`config.mk`:
```
export PLATFORM = sky130hd
export DESIGN_NAME = regfile_wb_arb_flat
export DESIGN_NICKNAME = d
export VERILOG_FILES = /design/src/rtl/regfile_wb_arb_pkg.sv /design/src/rtl/regfile_wb_arb_if.sv /design/src/rtl/regfile_wb_arb_fifo.sv /design/src/rtl/regfile_wb_arb.sv /design/src/flat_wrapper.sv
export SDC_FILE = /design/constraint.sdc
export NUM_CORES = 1
export LEC_CHECK = 0
export CELL_PAD_IN_SITES_DETAIL_PLACEMENT = 1
export CELL_PAD_IN_SITES_GLOBAL_PLACEMENT = 1
export CORE_MARGIN = 2
export CORE_UTILIZATION = 43
export DETAILED_ROUTE_END_ITERATION = 10
export PLACE_DENSITY = 0.77
export SETUP_SLACK_MARGIN = 0.2
export SLEW_MARGIN = 0
export SYNTH_ARGS = -nofsm -noshare
export SYNTH_HDL_FRONTEND = slang
export SYNTH_SLANG_ARGS = --single-unit
```
`constraint.sdc`:
```
create_clock -name clk -period 3.6 [get_ports clk]
set_input_delay 0.72 -clock clk [delete_from_list [all_inputs] [get_ports clk]]
set_output_delay 0.72 -clock clk [all_outputs]
set_load 0.01 [all_outputs]
```
`src/rtl/regfile_wb_arb_pkg.sv`:
```
// Shared types for the register-file write-back front end (package regfile_pkg).
package regfile_pkg;

    localparam int DLEN_DEF = 32;
    localparam int ALEN_DEF = 5;

    typedef struct packed {
        logic [ALEN_DEF-1:0] rd;
        logic [DLEN_DEF-1:0] data;
    } wb_req_t;

    typedef enum logic {
        WB_SRC_ALU = 1'b0,
        WB_SRC_LSU = 1'b1
    } wb_src_e;

    function automatic wb_src_e wb_other(input wb_src_e s);
        return (s == WB_SRC_ALU) ? WB_SRC_LSU : WB_SRC_ALU;
    endfunction

endpackage

```
`src/rtl/regfile_wb_arb_if.sv`:
```
// Producer handshakes, register-file write port and busy mask of regfile_wb_arb.
interface regfile_wb_arb_if
    import regfile_pkg::*;
#(
    parameter int DLEN = DLEN_DEF,
    parameter int ALEN = ALEN_DEF
);
    logic                 i_alu_valid;
    logic                 o_alu_ready;
    logic [ALEN-1:0]      i_alu_rd;
    logic [DLEN-1:0]      i_alu_data;
    logic                 i_lsu_valid;
    logic                 o_lsu_ready;
    logic [ALEN-1:0]      i_lsu_rd;
    logic [DLEN-1:0]      i_lsu_data;
    logic                 o_wen;
    logic [ALEN-1:0]      o_waddr;
    logic [DLEN-1:0]      o_wdata;
    logic [(1<<ALEN)-1:0] o_busy_mask;

    modport master (
        output i_alu_valid, i_alu_rd, i_alu_data,
        output i_lsu_valid, i_lsu_rd, i_lsu_data,
        input  o_alu_ready, o_lsu_ready,
        input  o_wen, o_waddr, o_wdata, o_busy_mask
    );

    modport slave (
        input  i_alu_valid, i_alu_rd, i_alu_data,
        input  i_lsu_valid, i_lsu_rd, i_lsu_data,
        output o_alu_ready, o_lsu_ready,
        output o_wen, o_waddr, o_wdata, o_busy_mask
    );
endinterface

```
`src/rtl/regfile_wb_arb_fifo.sv`:
```
// wb_fifo: synchronous circular FIFO of wb_req_t with per-slot valid/rd taps
// so the parent can build a destination-busy mask.
module wb_fifo
    import regfile_pkg::*;
#(
    parameter int DEPTH = 2
) (
    input  logic                           clk,
    input  logic                           rst,
    input  logic                           push_i,
    input  wb_req_t                        push_data_i,
    input  logic                           pop_i,
    output wb_req_t                        head_o,
    output logic                           full_o,
    output logic                           empty_o,
    output logic [$clog2(DEPTH+1)-1:0]     count_o,
    output logic [DEPTH-1:0]               entry_valid_o,
    output logic [DEPTH-1:0][ALEN_DEF-1:0] entry_rd_o
);
    localparam int PW = (DEPTH > 1) ? $clog2(DEPTH) : 1;
    localparam int CW = $clog2(DEPTH + 1);

    wb_req_t          mem_q [DEPTH];
    logic [DEPTH-1:0] vld_q;
    logic [PW-1:0]    wr_ptr_q;
    logic [PW-1:0]    rd_ptr_q;
    logic [CW-1:0]    count_q;
    logic             do_push;
    logic             do_pop;

    function automatic logic [PW-1:0] ptr_inc(input logic [PW-1:0] p);
        return (p == PW'(DEPTH - 1)) ? '0 : p + PW'(1);
    endfunction

    assign do_push = push_i & ~full_o;
    assign do_pop  = pop_i & ~empty_o;

    always_ff @(posedge clk) begin
        if (do_push) begin
            mem_q[wr_ptr_q] <= push_data_i;
        end
    end

    // Push only targets an empty slot and pop only the head, so the two
    // valid-bit updates never collide even when both happen together.
    always_ff @(posedge clk) begin
        if (rst) begin
            wr_ptr_q <= '0;
            rd_ptr_q <= '0;
            count_q  <= '0;
            vld_q    <= '0;
        end else begin
            if (do_push) begin
                vld_q[wr_ptr_q] <= 1'b1;
                wr_ptr_q        <= ptr_inc(wr_ptr_q);
            end
            if (do_pop) begin
                vld_q[rd_ptr_q] <= 1'b0;
                rd_ptr_q        <= ptr_inc(rd_ptr_q);
            end
            case ({do_push, do_pop})
                2'b10:   count_q <= count_q + CW'(1);
                2'b01:   count_q <= count_q - CW'(1);
                default: count_q <= count_q;
            endcase
        end
    end

    always_comb begin
        entry_rd_o = '0;
        for (int unsigned i = 0; i < DEPTH; i++) begin
            entry_rd_o[i] = mem_q[i].rd;
        end
    end

    assign head_o        = mem_q[rd_ptr_q];
    assign full_o        = (count_q == CW'(DEPTH));
    assign empty_o       = (count_q == '0);
    assign count_o       = count_q;
    assign entry_valid_o = vld_q;

endmodule

```
`src/rtl/regfile_wb_arb.sv`:
```
// Write-back front end: two buffered producers round-robined onto one registered
// register-file write port. Define REGFILE_WB_ARB_BYPASS_EN for the 1-cycle path.
module regfile_wb_arb
    import regfile_pkg::*;
#(
    parameter int DLEN  = DLEN_DEF,
    parameter int ALEN  = ALEN_DEF,
    parameter int DEPTH = 2
) (
    input  logic             clk,
    input  logic             rst,
    regfile_wb_arb_if.slave  bus
);
    localparam int CW   = $clog2(DEPTH + 1);
    localparam int NREG = 1 << ALEN;

    wb_req_t                        alu_req, lsu_req, alu_head, lsu_head, sel_req;
    logic                           alu_full, alu_empty, lsu_full, lsu_empty;
    logic [CW-1:0]                  alu_count, lsu_count;
    logic [DEPTH-1:0]               alu_vld, lsu_vld;
    logic [DEPTH-1:0][ALEN_DEF-1:0] alu_rds, lsu_rds;
    logic                           alu_ready, lsu_ready;
    logic                           alu_live, lsu_live;
    logic                           alu_push, lsu_push, alu_pop, lsu_pop;
    logic                           sel_vld;
    wb_src_e                        sel_src;
    wb_src_e                        last_q;
    logic                           wen_q;
    logic [ALEN-1:0]                waddr_q;
    logic [DLEN-1:0]                wdata_q;
    logic [NREG-1:0]                busy_mask;

    assign alu_ready = (alu_count < CW'(DEPTH));
    assign lsu_ready = (lsu_count < CW'(DEPTH));

    // Writes to x0 complete the handshake but are discarded here.
    assign alu_live = bus.i_alu_valid & alu_ready & (bus.i_alu_rd != '0);
    assign lsu_live = bus.i_lsu_valid & lsu_ready & (bus.i_lsu_rd != '0);

    assign alu_req = '{rd: bus.i_alu_rd, data: bus.i_alu_data};
    assign lsu_req = '{rd: bus.i_lsu_rd, data: bus.i_lsu_data};

    always_comb begin
        sel_vld  = 1'b0;
        sel_src  = WB_SRC_ALU;
        sel_req  = alu_head;
        alu_pop  = 1'b0;
        lsu_pop  = 1'b0;
        alu_push = alu_live & ~alu_full;
        lsu_push = lsu_live & ~lsu_full;
        if (!alu_empty || !lsu_empty) begin
            sel_vld = 1'b1;
            if (!alu_empty && !lsu_empty) begin
                sel_src = wb_other(last_q);
            end else begin
                sel_src = alu_empty ? WB_SRC_LSU : WB_SRC_ALU;
            end
            sel_req = (sel_src == WB_SRC_LSU) ? lsu_head : alu_head;
            alu_pop = (sel_src == WB_SRC_ALU);
            lsu_pop = (sel_src == WB_SRC_LSU);
        end
`ifdef REGFILE_WB_ARB_BYPASS_EN
        else if (alu_live || lsu_live) begin
            sel_vld = 1'b1;
            if (alu_live && lsu_live) begin
                sel_src = wb_other(last_q);
            end else begin
                sel_src = alu_live ? WB_SRC_ALU : WB_SRC_LSU;
            end
            sel_req  = (sel_src == WB_SRC_LSU) ? lsu_req : alu_req;
            alu_push = alu_live & (sel_src != WB_SRC_ALU);
            lsu_push = lsu_live & (sel_src != WB_SRC_LSU);
        end
`endif
    end

    always_ff @(posedge clk) begin
        if (rst) begin
            wen_q   <= 1'b0;
            waddr_q <= '0;
            wdata_q <= '0;
            last_q  <= WB_SRC_ALU;
        end else begin
            wen_q <= sel_vld;
            if (sel_vld) begin
                waddr_q <= sel_req.rd;
                wdata_q <= sel_req.data;
                last_q  <= sel_src;
            end
        end
    end

    always_comb begin
        busy_mask = '0;
        for (int unsigned i = 0; i < DEPTH; i++) begin
            if (alu_vld[i]) busy_mask[alu_rds[i]] = 1'b1;
            if (lsu_vld[i]) busy_mask[lsu_rds[i]] = 1'b1;
        end
        if (wen_q) busy_mask[waddr_q] = 1'b1;
        busy_mask[0] = 1'b0;
    end

    wb_fifo #(.DEPTH(DEPTH)) u_alu_fifo (
        .clk           (clk),
        .rst           (rst),
        .push_i        (alu_push),
        .push_data_i   (alu_req),
        .pop_i         (alu_pop),
        .head_o        (alu_head),
        .full_o        (alu_full),
        .empty_o       (alu_empty),
        .count_o       (alu_count),
        .entry_valid_o (alu_vld),
        .entry_rd_o    (alu_rds)
    );

    wb_fifo #(.DEPTH(DEPTH)) u_lsu_fifo (
        .clk           (clk),
        .rst           (rst),
        .push_i        (lsu_push),
        .push_data_i   (lsu_req),
        .pop_i         (lsu_pop),
        .head_o        (lsu_head),
        .full_o        (lsu_full),
        .empty_o       (lsu_empty),
        .count_o       (lsu_count),
        .entry_valid_o (lsu_vld),
        .entry_rd_o    (lsu_rds)
    );

    assign bus.o_alu_ready = alu_ready;
    assign bus.o_lsu_ready = lsu_ready;
    assign bus.o_wen       = wen_q;
    assign bus.o_waddr     = waddr_q;
    assign bus.o_wdata     = wdata_q;
    assign bus.o_busy_mask = busy_mask;

endmodule

```
`src/flat_wrapper.sv`:
```
// flat-port wrapper written by rule: the top's interface ports become plain ports
module regfile_wb_arb_flat import regfile_pkg::*;
#(
    parameter int DLEN  = DLEN_DEF,
    parameter int ALEN  = ALEN_DEF,
    parameter int DEPTH = 2
)
  (clk, rst, bus_i_alu_valid, bus_i_alu_rd, bus_i_alu_data, bus_i_lsu_valid, bus_i_lsu_rd, bus_i_lsu_data, bus_o_alu_ready, bus_o_lsu_ready, bus_o_wen, bus_o_waddr, bus_o_wdata, bus_o_busy_mask);
  regfile_wb_arb_if #(.DLEN(DLEN), .ALEN(ALEN)) bus_i ();
  input  logic clk;
  input  logic rst;
  input wire logic [$bits(bus_i.i_alu_valid)-1:0] bus_i_alu_valid;
  input wire logic [$bits(bus_i.i_alu_rd)-1:0] bus_i_alu_rd;
  input wire logic [$bits(bus_i.i_alu_data)-1:0] bus_i_alu_data;
  input wire logic [$bits(bus_i.i_lsu_valid)-1:0] bus_i_lsu_valid;
  input wire logic [$bits(bus_i.i_lsu_rd)-1:0] bus_i_lsu_rd;
  input wire logic [$bits(bus_i.i_lsu_data)-1:0] bus_i_lsu_data;
  output wire logic [$bits(bus_i.o_alu_ready)-1:0] bus_o_alu_ready;
  output wire logic [$bits(bus_i.o_lsu_ready)-1:0] bus_o_lsu_ready;
  output wire logic [$bits(bus_i.o_wen)-1:0] bus_o_wen;
  output wire logic [$bits(bus_i.o_waddr)-1:0] bus_o_waddr;
  output wire logic [$bits(bus_i.o_wdata)-1:0] bus_o_wdata;
  output wire logic [$bits(bus_i.o_busy_mask)-1:0] bus_o_busy_mask;
  assign bus_i.i_alu_valid = bus_i_alu_valid;
  assign bus_i.i_alu_rd = bus_i_alu_rd;
  assign bus_i.i_alu_data = bus_i_alu_data;
  assign bus_i.i_lsu_valid = bus_i_lsu_valid;
  assign bus_i.i_lsu_rd = bus_i_lsu_rd;
  assign bus_i.i_lsu_data = bus_i_lsu_data;
  assign bus_o_alu_ready = bus_i.o_alu_ready;
  assign bus_o_lsu_ready = bus_i.o_lsu_ready;
  assign bus_o_wen = bus_i.o_wen;
  assign bus_o_waddr = bus_i.o_waddr;
  assign bus_o_wdata = bus_i.o_wdata;
  assign bus_o_busy_mask = bus_i.o_busy_mask;
  regfile_wb_arb #(.DLEN(DLEN), .ALEN(ALEN), .DEPTH(DEPTH)) u_core (.clk(clk), .rst(rst), .bus(bus_i));
endmodule
```
Yosys cells after proc, flatten, opt, wreduce, memory -nomap -nowiden
Memory sizes are Yosys's and may differ from the RTL's. A register that Yosys moved wholly into a read port is not among the register bits.
Index checks and enable logic that the tools add are counted.
{"block": "op_classes", "n_lt_le_gt_ge": 20, "n_addsub": 8, "n_div": 0, "bitwise_logic": 25, "reduce_logical": 19, "n_shift": 0, "n_eq_ne": 6, "muxes": 52, "n_mul": 0}
{"op": "$mux W32", "count": 5}
{"op": "$or A32 B32 Y32", "count": 4}
{"op": "$mux W37", "count": 2}
{"op": "$lt A5 B6 Y1 const B", "count": 5}
{"op": "$mux W1", "count": 28}
{"op": "$demux W1 S5", "count": 5}
{"op": "$ge A5 B1 Y1 const B", "count": 5}
{"op": "$mux W2", "count": 6}
{"op": "$and A1 B1 Y1", "count": 10}
{"op": "$logic_and A1 B1 Y1", "count": 10}
{"op": "$reduce_bool A5 Y1", "count": 2}
{"op": "$eq A2 B2 Y1 const B", "count": 4}
{"op": "$lt A1 B2 Y1 const B", "count": 4}
{"op": "$pmux W2 S2", "count": 2}
{"op": "$not A1 Y1", "count": 5}
{"op": "$add A1 B1 Y1 const B", "count": 4}
{"op": "$add A2 B1 Y2 const B", "count": 2}
{"op": "$and A2 B2 Y2", "count": 2}
{"op": "$demux W1 S1", "count": 4}
{"op": "$eq A2 B1 Y1 const B", "count": 2}
{"op": "$ge A1 B1 Y1 const B", "count": 4}
{"op": "$logic_not A2 Y1", "count": 2}
{"op": "$lt A2 B2 Y1 const B", "count": 2}
{"op": "$not A2 Y2", "count": 2}
{"op": "5 further kinds", "count": 9}
{"block": "word_totals", "latchBits": 0, "romBits": 0, "ramBits": 148, "in_bits": 78, "reg_bits": 51, "n_memories": 2}
{"memory": "u_core.u_alu_fifo.mem_q", "depth": 2, "word_bits": 37, "rd": 3, "rd_clocked_by_memory_dff": 1, "wr": 1, "line": "regfile_wb_arb_fifo.sv:23", "text": "wb_req_t mem_q [DEPTH];"}
{"memory": "u_core.u_lsu_fifo.mem_q", "depth": 2, "word_bits": 37, "rd": 3, "rd_clocked_by_memory_dff": 1, "wr": 1, "line": "regfile_wb_arb_fifo.sv:23"}

Depth between registers and ports, before layout
Gate-level depths: netlist of the first run.
An unclocked memory read counts as a cell.
{"block": "depth", "ltp_word": 14, "depth_mapped": 10}

Cells and area by module
A second synthesis of the first run with hierarchy kept.
{"block": "hier_totals", "cells_unflattened": 726, "area_unflattened_um2": 9117.5}
{"mod": "wb_fifo", "seq_area_each_um2": 2362.3, "cells_per_inst": 158, "area_per_inst_um2": 3037.9, "n_inst": 2}
{"mod": "regfile_wb_arb", "seq_area_each_um2": 780.7, "cells_per_inst": 410, "area_per_inst_um2": 3041.7, "n_inst": 1}

Worst setup path after synthesis of the first run
Ideal clock, no wire load.
{"block": "synth_timing", "kind": "input -> register", "start": "input port bus_i_alu_rd[3]", "end": "register u_core.u_alu_fifo.vld_q[0] (netlist: u_core.u_alu_fifo.entry_valid_o[0])", "cell_stages": 4, "setup_slack_ns": 0.539, "n_path_buf": 0, "t_arrival_ns": 2.996, "t_required_ns": 3.535, "path_cell_list": "or4_1 o211ai_2 nor2_1 o221a_2"}
{"block": "synth_between", "elab_chain_cells": 8}
{"element": "start: declaration", "line": "flat_wrapper.sv:13", "text": "input wire logic [$bits(bus_i.i_alu_rd)-1:0] bus_i_alu_rd;"}
{"element": "$reduce_bool A5 Y1 (*)", "line": "regfile_wb_arb.sv:37", "text": "assign alu_live = bus.i_alu_valid & alu_ready & (bus.i_alu_rd != '0);"}
{"element": "$and A1 B1 Y1 (*)", "line": "regfile_wb_arb.sv:37"}
{"element": "$and A1 B1 Y1 (*)", "line": "regfile_wb_arb.sv:49", "text": "alu_push = alu_live & ~alu_full;"}
{"element": "$and A1 B1 Y1 (*)", "line": "regfile_wb_arb_fifo.sv:35", "text": "assign do_push = push_i & ~full_o;"}
{"element": "$mux W2 (*)", "line": "regfile_wb_arb_fifo.sv:53", "text": "if (do_push) begin"}
{"element": "$mux W2 (*)", "line": "regfile_wb_arb_fifo.sv:47", "text": "if (rst) begin"}
{"element": "$and A2 B2 Y2 (no source line)"}
{"element": "$mux W2 (*)", "line": "regfile_wb_arb_fifo.sv:57", "text": "if (do_pop) begin"}
{"element": "end signal: assignment", "line": "regfile_wb_arb_fifo.sv:51", "text": "vld_q <= '0;"}
{"element": "end signal: indexed assignment", "line": "regfile_wb_arb_fifo.sv:54", "text": "vld_q[wr_ptr_q] <= 1'b1;"}
{"element": "end signal: indexed assignment", "line": "regfile_wb_arb_fifo.sv:58", "text": "vld_q[rd_ptr_q] <= 1'b0;"}
{"element": "end: declaration", "line": "regfile_wb_arb_fifo.sv:24", "text": "logic [DEPTH-1:0] vld_q;"}
Mark *: on every way between the ends. The rest lies on a longest branch, timed or not. The select of a mux whose other input is x is not followed.
A chain may end at the register's enable or synchronous reset.

==> flow_metrics.env, run 1 <==
export IMPL_grt_max_degree=60
export IMPL_cts_path_max_buffers=3
export IMPL_crit_fanout=9
export IMPL_place_hpwl_um=18200
export IMPL_setup_worst_path_start="u_core.u_lsu_fifo.mem_q[0][36]"
export IMPL_mappedNetlistArea_um2=9040
export IMPL_worstHoldEndpoint="u_core.bus.o_wdata[21]"
export IMPL_whs_path_depth=2
export IMPL_cap_violations=0
export IMPL_synth_warnings=0
export IMPL_drtIter0Drc=348
export IMPL_crit_required_ns=2.88
export IMPL_die_area_um2=22200
export IMPL_pin_count=150
export IMPL_yosys_area_share_xor_xnor_pct=0.775
export IMPL_design_area_um2=11400
export IMPL_path_cells="nor3_1 -> a22oi_1 -> nand3_1 -> clkdlybuf4s50_1"
export IMPL_drt_pass1_iterations=4
export IMPL_grt_pass1_vias=7153
export IMPL_synth_most_common_cell="edfxtp_1"
export IMPL_rows=53
export IMPL_cp_end_kind="primary output"
export IMPL_synth_top_family_by_area="compound AO/OA/AOI/OAI gates"
export IMPL_worst_pin_slew_ns=1.28
export IMPL_reg2regPathDepth=6
export IMPL_muxShareOfSynthArea_pct=5.84
export IMPL_synth_area_leaders="edfxtp_1 (49%), dfxtp_1 (12%), a2111oi_2 (5.8%), mux2i_1 (5.1%), nor2_1 (2.8%)"
export IMPL_overflow=0
export IMPL_hp_class="register to register"
export IMPL_tritoncts="built"
export IMPL_synth_flop_cell="edfxtp_1"
export IMPL_synth_seq_area_share_pct=60.9
export IMPL_core_area_um2=20800
export IMPL_status="finished clean"
export IMPL_power_total_mw=8.30
export IMPL_synth_fa_ha_area_share_pct=0.277
export IMPL_synth_common_cells="edfxtp_1 (148), nor2_1 (67), dfxtp_1 (53), mux2i_1 (46), a2111oi_2 (35)"
export IMPL_nets=912
export IMPL_cpPeakStageDelay_ns=0.62
export IMPL_wl_per_cell_um=23.8
export IMPL_ys_ff_latch=201
export IMPL_drive_gt1_share_pct=12.8
export IMPL_worstPathArrival_ns=2.59
export IMPL_chipWidth_um=149
export IMPL_insertion_delay_ns=0.51
export IMPL_diodes=0
export IMPL_initial_core_util_pct=43.4
export IMPL_cts_buffers=21
export IMPL_num_fill_cells=2101
export IMPL_clkTransAtPathRegs_ns=0.06
export IMPL_slowest_stage="nor3_1"
export IMPL_place_congestion=0.884
export IMPL_p_per_area_nw_per_um2=727
export IMPL_synthSimpleGateAreaFrac_pct=13.9
export IMPL_drc=0
export IMPL_hold_start="u_core.bus.o_wdata[21]"
export IMPL_cts_htree_levels=1
export IMPL_reg2reg_from="u_core.u_lsu_fifo.count_o[0]"
export IMPL_routed_wirelength_um=26700
export IMPL_drv_slew=0
export IMPL_synth_nets=780
export IMPL_fin_crit_sh_pct=92.0
export IMPL_synth_largest_area_cell="edfxtp_1"
export IMPL_antenna_left=0
export IMPL_numClockSinks=201
export IMPL_crit_type="register to primary output"
export IMPL_synth_edf_count=148
export IMPL_clock_fmax_mhz=302
export IMPL_finClkSkew_ns=0.0190
export IMPL_cts_root_buf="clkbuf_16"
export IMPL_synth_compound_area_share_pct=15.1
export IMPL_antenna_found_initial=0
export IMPL_vias=6684
export IMPL_synth_top_area_share_pct=49.1
export IMPL_syn_area_per_cell_um2=12.9
export IMPL_synth_cell_types=50
export IMPL_r2r_end="u_core.bus.o_wdata[21]"
export IMPL_io_buffers=148
export IMPL_vias_per_cell=5.96
export IMPL_dpl_cell_area_um2=10700
export IMPL_hold_viol=0
export IMPL_critPathLaunchType="register"
export IMPL_setup_tns_ns=0
export IMPL_p_leak_nw=3.64
export IMPL_reg2reg_slack_ns=1.04
export IMPL_syn_to_final_growth_pct=26.4
export IMPL_grt_pass1_wl_um=41000
export IMPL_syn_instance_count=700
export IMPL_synth_async_sr_flop_share_pct=0
export IMPL_ir_worst_vdd_mv=0.442
export IMPL_grt_setup_unrepaired="no"
export IMPL_die_h_um=149
export IMPL_period_needed_ns=3.31
export IMPL_holdBufCountCts=0
export IMPL_track_usage_pct=23.9
export IMPL_slew_headroom_pct=14.8
export IMPL_setup_viol=0
## worst max path at each step
stage / cells after the start / slack [ns] / endpoint
after detailed placement: 5 / 0.44 / u_core.u_alu_fifo.mem_q[1][35]
after global placement: 5 / 0.58 / u_core.u_alu_fifo.mem_q[1][35]
final: 4 / 0.29 / bus_o_busy_mask[4]
after floorplan: 4 / 0.54 / u_core.u_alu_fifo.entry_valid_o[0]
after global routing: 5 / 0.22 / bus_o_busy_mask[30]
after CTS: 5 / 0.22 / bus_o_busy_mask[6]
## cells by family after synthesis
kind of cell | Yosys count
fa+ha+maj | 2
buf+inv | 57
compound gates | 142
simple gates | 237
other cells | 1
xor+xnor | 8
flops | 201
mux | 52
## through the flow
step | worst slack, ns | utilization (%) | hold slack, ns | instances
finish | 0.287 | 54.9 | 0.523 | 1122
global route | 0.224 | 54.9 | 0.558 | 1122
CTS | 0.221 | 54.7 | 0.522 | 1121
detailed placement | 0.437 | 51.4 | 0.514 | 1083
global placement | 0.582 | 51.4 | 0.499 | 1083
floorplan | 0.539 | - | 0.521 | 700
## where the power goes
group          internal, mW  leakage, nW  total, mW  switching, mW
sequential             3.03         1.82       3.61          0.581
combinational          1.15         1.48       2.56           1.41
clock                  1.24        0.330       2.13          0.887
## area by class of cell
| cell class | instances | area [um2] | area share [%] |
|---|---|---|---|
| Multi-Input combinational cell | 442 | 3320 | 29.1 |
| Sequential cell | 201 | 5510 | 48.2 |
| Clock buffer | 26 | 554 | 4.85 |
| Tap cell | 275 | 344 | 3.01 |
| Clock inverter | 12 | 116 | 1.02 |
| Timing Repair Buffer | 158 | 1550 | 13.6 |
| Inverter | 8 | 30.0 | 0.263 |
## registers in the layout, indices dropped and copies added, names as in the netlist, 2 cells and up, named ones only
signal and cells:
u_core.bus.o_waddr 5, u_core.bus.o_wdata 32, u_core.u_lsu_fifo.count_o 2, u_core.u_alu_fifo.mem_q 74, u_core.u_lsu_fifo.entry_valid_o 2, u_core.u_lsu_fifo.mem_q 74, u_core.u_alu_fifo.count_o 2, u_core.u_alu_fifo.entry_valid_o 2
## layer usage
layer / track usage, % / up-vias / share of wire, %
met2: 41.4 / 232 / 50
met3: 3.85 / 55 / 4.9
li1: - / 3020 / -
met5: 0 / - / 0
met1: 30.7 / 3377 / 43
met4: 7.81 / 0 / 2.8
## cell usage in the layout (no fill, tap or decap), types with 9 or more instances in the layout
| cell | netlist | routed |
|---|---|---|
| clkbuf_16 | 0 | 21 |
| edfxtp_1 | 148 | 148 |
| nand3_1 | 23 | 23 |
| a22oi_1 | 21 | 21 |
| o21ai_0 | 12 | 12 |
| a2111oi_2 | 35 | 35 |
| mux2i_1 | 46 | 46 |
| nor2b_1 | 32 | 32 |
| a221oi_1 | 10 | 10 |
| clkdlybuf4s50_1 | 0 | 147 |
| nand4b_1 | 14 | 14 |
| nand2b_1 | 16 | 16 |
| nand4_1 | 9 | 9 |
| o221ai_1 | 9 | 9 |
| nand2_1 | 25 | 25 |
| o22ai_1 | 16 | 16 |
| nor3_1 | 30 | 29 |
| buf_4 | 3 | 10 |
| nor2_1 | 67 | 63 |
| dfxtp_1 | 53 | 51 |
## critical path: cells and delay by family, from the launching register on
family	cells	cell delay, ns
AO/OA/AOI/OAI	1	0.24
buffers and inverters	1	0.54
flip-flops	1	0.56
AND/OR/NAND/NOR	2	0.76
## repair_timing
| item | 4_1_cts | 5_1_grt |
|---|---|---|
| setup endpoints to repair | 2 | 12 |
| setup buffers | 0 | 1 |
| gates resized for setup | 1 | 8 |
Note: power is estimated with default switching activity, not from simulation.
==> run 2: changes to the inputs <==
--- a/config.mk
+++ b/config.mk
@@ -5,12 +5,13 @@
 export SDC_FILE = /design/constraint.sdc
 export NUM_CORES = 1
 export LEC_CHECK = 0
+export CAP_MARGIN = 20
 export CELL_PAD_IN_SITES_DETAIL_PLACEMENT = 1
 export CELL_PAD_IN_SITES_GLOBAL_PLACEMENT = 1
 export CORE_MARGIN = 2
-export CORE_UTILIZATION = 43
+export CORE_UTILIZATION = 47
 export DETAILED_ROUTE_END_ITERATION = 10
-export PLACE_DENSITY = 0.77
+export PLACE_DENSITY = 0.83
 export SETUP_SLACK_MARGIN = 0.2
 export SLEW_MARGIN = 0
 export SYNTH_ARGS = -nofsm -noshare
==> constraint.sdc (replaced) <==
create_clock -name clk -period 4 [get_ports clk]
set_input_delay 0.8 -clock clk [delete_from_list [all_inputs] [get_ports clk]]
set_output_delay 0.8 -clock clk [all_outputs]
set_load 0.01 [all_outputs]
==> flow_metrics.env, run 2 (synthesized netlist as in run 1, its figures left out) <==
export IMPL_worstHoldEndpoint="u_core.bus.o_wdata[23]"
export IMPL_rows=50
export IMPL_antenna_left=0
export IMPL_slowest_stage="nor3b_1"
export IMPL_power_total_mw=7.43
export IMPL_critPathLaunchType="register"
export IMPL_grt_pass1_wl_um=42800
export IMPL_num_fill_cells=1855
export IMPL_layout_common_cells="edfxtp_1 (148), clkdlybuf4s50_1 (147), nor2_1 (63), dfxtp_1 (51), mux2i_1 (46)"
export IMPL_setup_viol=0
export IMPL_place_ws_ns=0.702
export IMPL_design_area_um2=11300
export IMPL_hold_start="u_core.bus.o_wdata[23]"
export IMPL_tritoncts="built"
export IMPL_grt_pass1_vias=7195
export IMPL_finalWorstSetupSlack_ns=0.530
export IMPL_layout_commonest_cell="edfxtp_1"
export IMPL_post_cts_setup_buffers=0
export IMPL_r2r_end="u_core.bus.o_wdata[20]"
export IMPL_reg2regPathDepth=6
export IMPL_numClockSinks=201
export IMPL_insertion_delay_ns=0.52
export IMPL_vias_per_cell=6.21
export IMPL_status="finished clean"
export IMPL_path_cells="nand2b_1 -> nor3b_1 -> a22oi_1 -> nand3_1 -> clkdlybuf4s50_1"
export IMPL_vias=6721
export IMPL_worst_pin_slew_ns=0.904
export IMPL_worstPathArrival_ns=2.67
export IMPL_place_congestion=0.900
export IMPL_antenna_found_initial=1
export IMPL_fin_crit_sh_pct=86.7
export IMPL_whs_path_depth=2
export IMPL_critical_path_top_delay_family="simple AND/OR/NAND/NOR gates"
export IMPL_io_buffers=148
export IMPL_holdBufCountCts=0
export IMPL_diodes=0
export IMPL_hold_viol=0
export IMPL_dpl_cell_area_um2=10700
export IMPL_drv_slew=0
export IMPL_chipWidth_um=143
export IMPL_nets=913
export IMPL_ir_worst_vdd_mv=0.477
export IMPL_drive_gt1_share_pct=11.3
export IMPL_core_area_um2=18800
export IMPL_pin_count=150
export IMPL_critPathBufInv=1
export IMPL_cts_root_buf="clkbuf_16"
export IMPL_die_area_um2=20400
export IMPL_cts_htree_levels=1
export IMPL_finClkSkew_ns=0.0215
export IMPL_grt_setup_unrepaired="no"
export IMPL_reg2reg_from="u_core.u_lsu_fifo.count_o[0]"
export IMPL_overflow=0
export IMPL_p_per_area_nw_per_um2=656
export IMPL_track_usage_pct=27.7
export IMPL_syn_to_final_growth_pct=25.2
export IMPL_crit_type="register to primary output"
export IMPL_cp_end_kind="primary output"
export IMPL_setup_tns_ns=0
export IMPL_cap_violations=0
export IMPL_grt_max_degree=60
export IMPL_cpPeakStageDelay_ns=0.56
export IMPL_initial_core_util_pct=48.2
export IMPL_clock_fmax_mhz=288
export IMPL_ctsResizeCount=0
export IMPL_p_leak_nw=3.61
export IMPL_drtIter0Drc=460
export IMPL_cts_buffers=22
export IMPL_cts_path_max_buffers=3
export IMPL_routed_wirelength_um=28300
export IMPL_crit_fanout=7
export IMPL_period_needed_ns=3.47
export IMPL_slew_headroom_pct=39.8
export IMPL_place_hpwl_um=19200
export IMPL_reg2reg_slack_ns=1.30
export IMPL_clkTransAtPathRegs_ns=0.06
export IMPL_drt_pass1_iterations=5
export IMPL_hp_class="register to register"
export IMPL_die_h_um=143
export IMPL_drc=0
export IMPL_crit_required_ns=3.20
export IMPL_wl_per_cell_um=26.1
[run 2: cell types whose count changed in the layout (fill, tap and decap cells not counted), sizes merged]
| cell | change |
|---|---|
| bufinv | -2 |
| clkbuf | +6 |
| clkinv | -2 |
[run 2: worst max-delay path by stage]
| stage | endpoint | start | cells past startpoint | slack, ns |
|---|---|---|---|---|
| 2_1_floorplan | u_core.u_alu_fifo.entry_valid_o[0] | bus_i_alu_rd[3] | 4 | 0.86 |
| 3_3_place_gp | u_core.u_alu_fifo.count_o[1] | bus_i_alu_rd[2] | 6 | 0.87 |
| 3_5_place_dp | u_core.u_alu_fifo.count_o[1] | bus_i_alu_rd[2] | 6 | 0.70 |
| 4_1_cts | bus_o_busy_mask[24] | u_core.u_lsu_fifo.mem_q[0][34] | 5 | 0.54 |
| 5_1_grt | bus_o_busy_mask[24] | u_core.u_lsu_fifo.mem_q[0][34] | 5 | 0.32 |
| 6_report | bus_o_busy_mask[24] | u_core.u_lsu_fifo.mem_q[0][34] | 5 | 0.53 |
[run 2: area by class of cell]
| cell class | instances | area, um2 | share of cell area (%) |
|---|---|---|---|
| clock buffer | 32 | 588 | 5.19 |
| clock inverter | 8 | 51.3 | 0.453 |
| inverter | 8 | 30.0 | 0.265 |
| multi-input combinational | 442 | 3280 | 28.9 |
| sequential | 201 | 5510 | 48.7 |
| tap | 234 | 293 | 2.59 |
| timing repair buffer | 158 | 1580 | 13.9 |
[run 2: metal layers]
layer  global-route usage [%]  part of all wire, %
met4                     8.96                  2.8
met3                     5.30                  6.1
met1                     34.7                   40
met2                     48.4                   51
met5                        0                0.046
[run 2: per-stage QoR]
stage          utilization (%)  hold slack [ns]  cells
6_report                  60.3            0.526   1083
5_1_grt                   60.3            0.577   1083
4_1_cts                   60.3            0.532   1083
3_5_place_dp              56.9            0.524   1043
3_3_place_gp              56.7            0.495   1041
2_1_floorplan                -            0.521    700
[run 2: worst min-delay path: stages (launching register included)]
cell and delay [ns]:
dfxtp_1 0.32, nor2_1 0.10, a2111oi_1 0.06
[run 2: where the power goes]
| part | switching (mW) | internal, mW | total, mW | leakage [nW] |
|---|---|---|---|---|
| Sequential | 0.501 | 2.73 | 3.23 | 1.82 |
| Clock | 0.792 | 1.03 | 1.82 | 0.311 |
| Combinational | 1.35 | 1.03 | 2.38 | 1.48 |
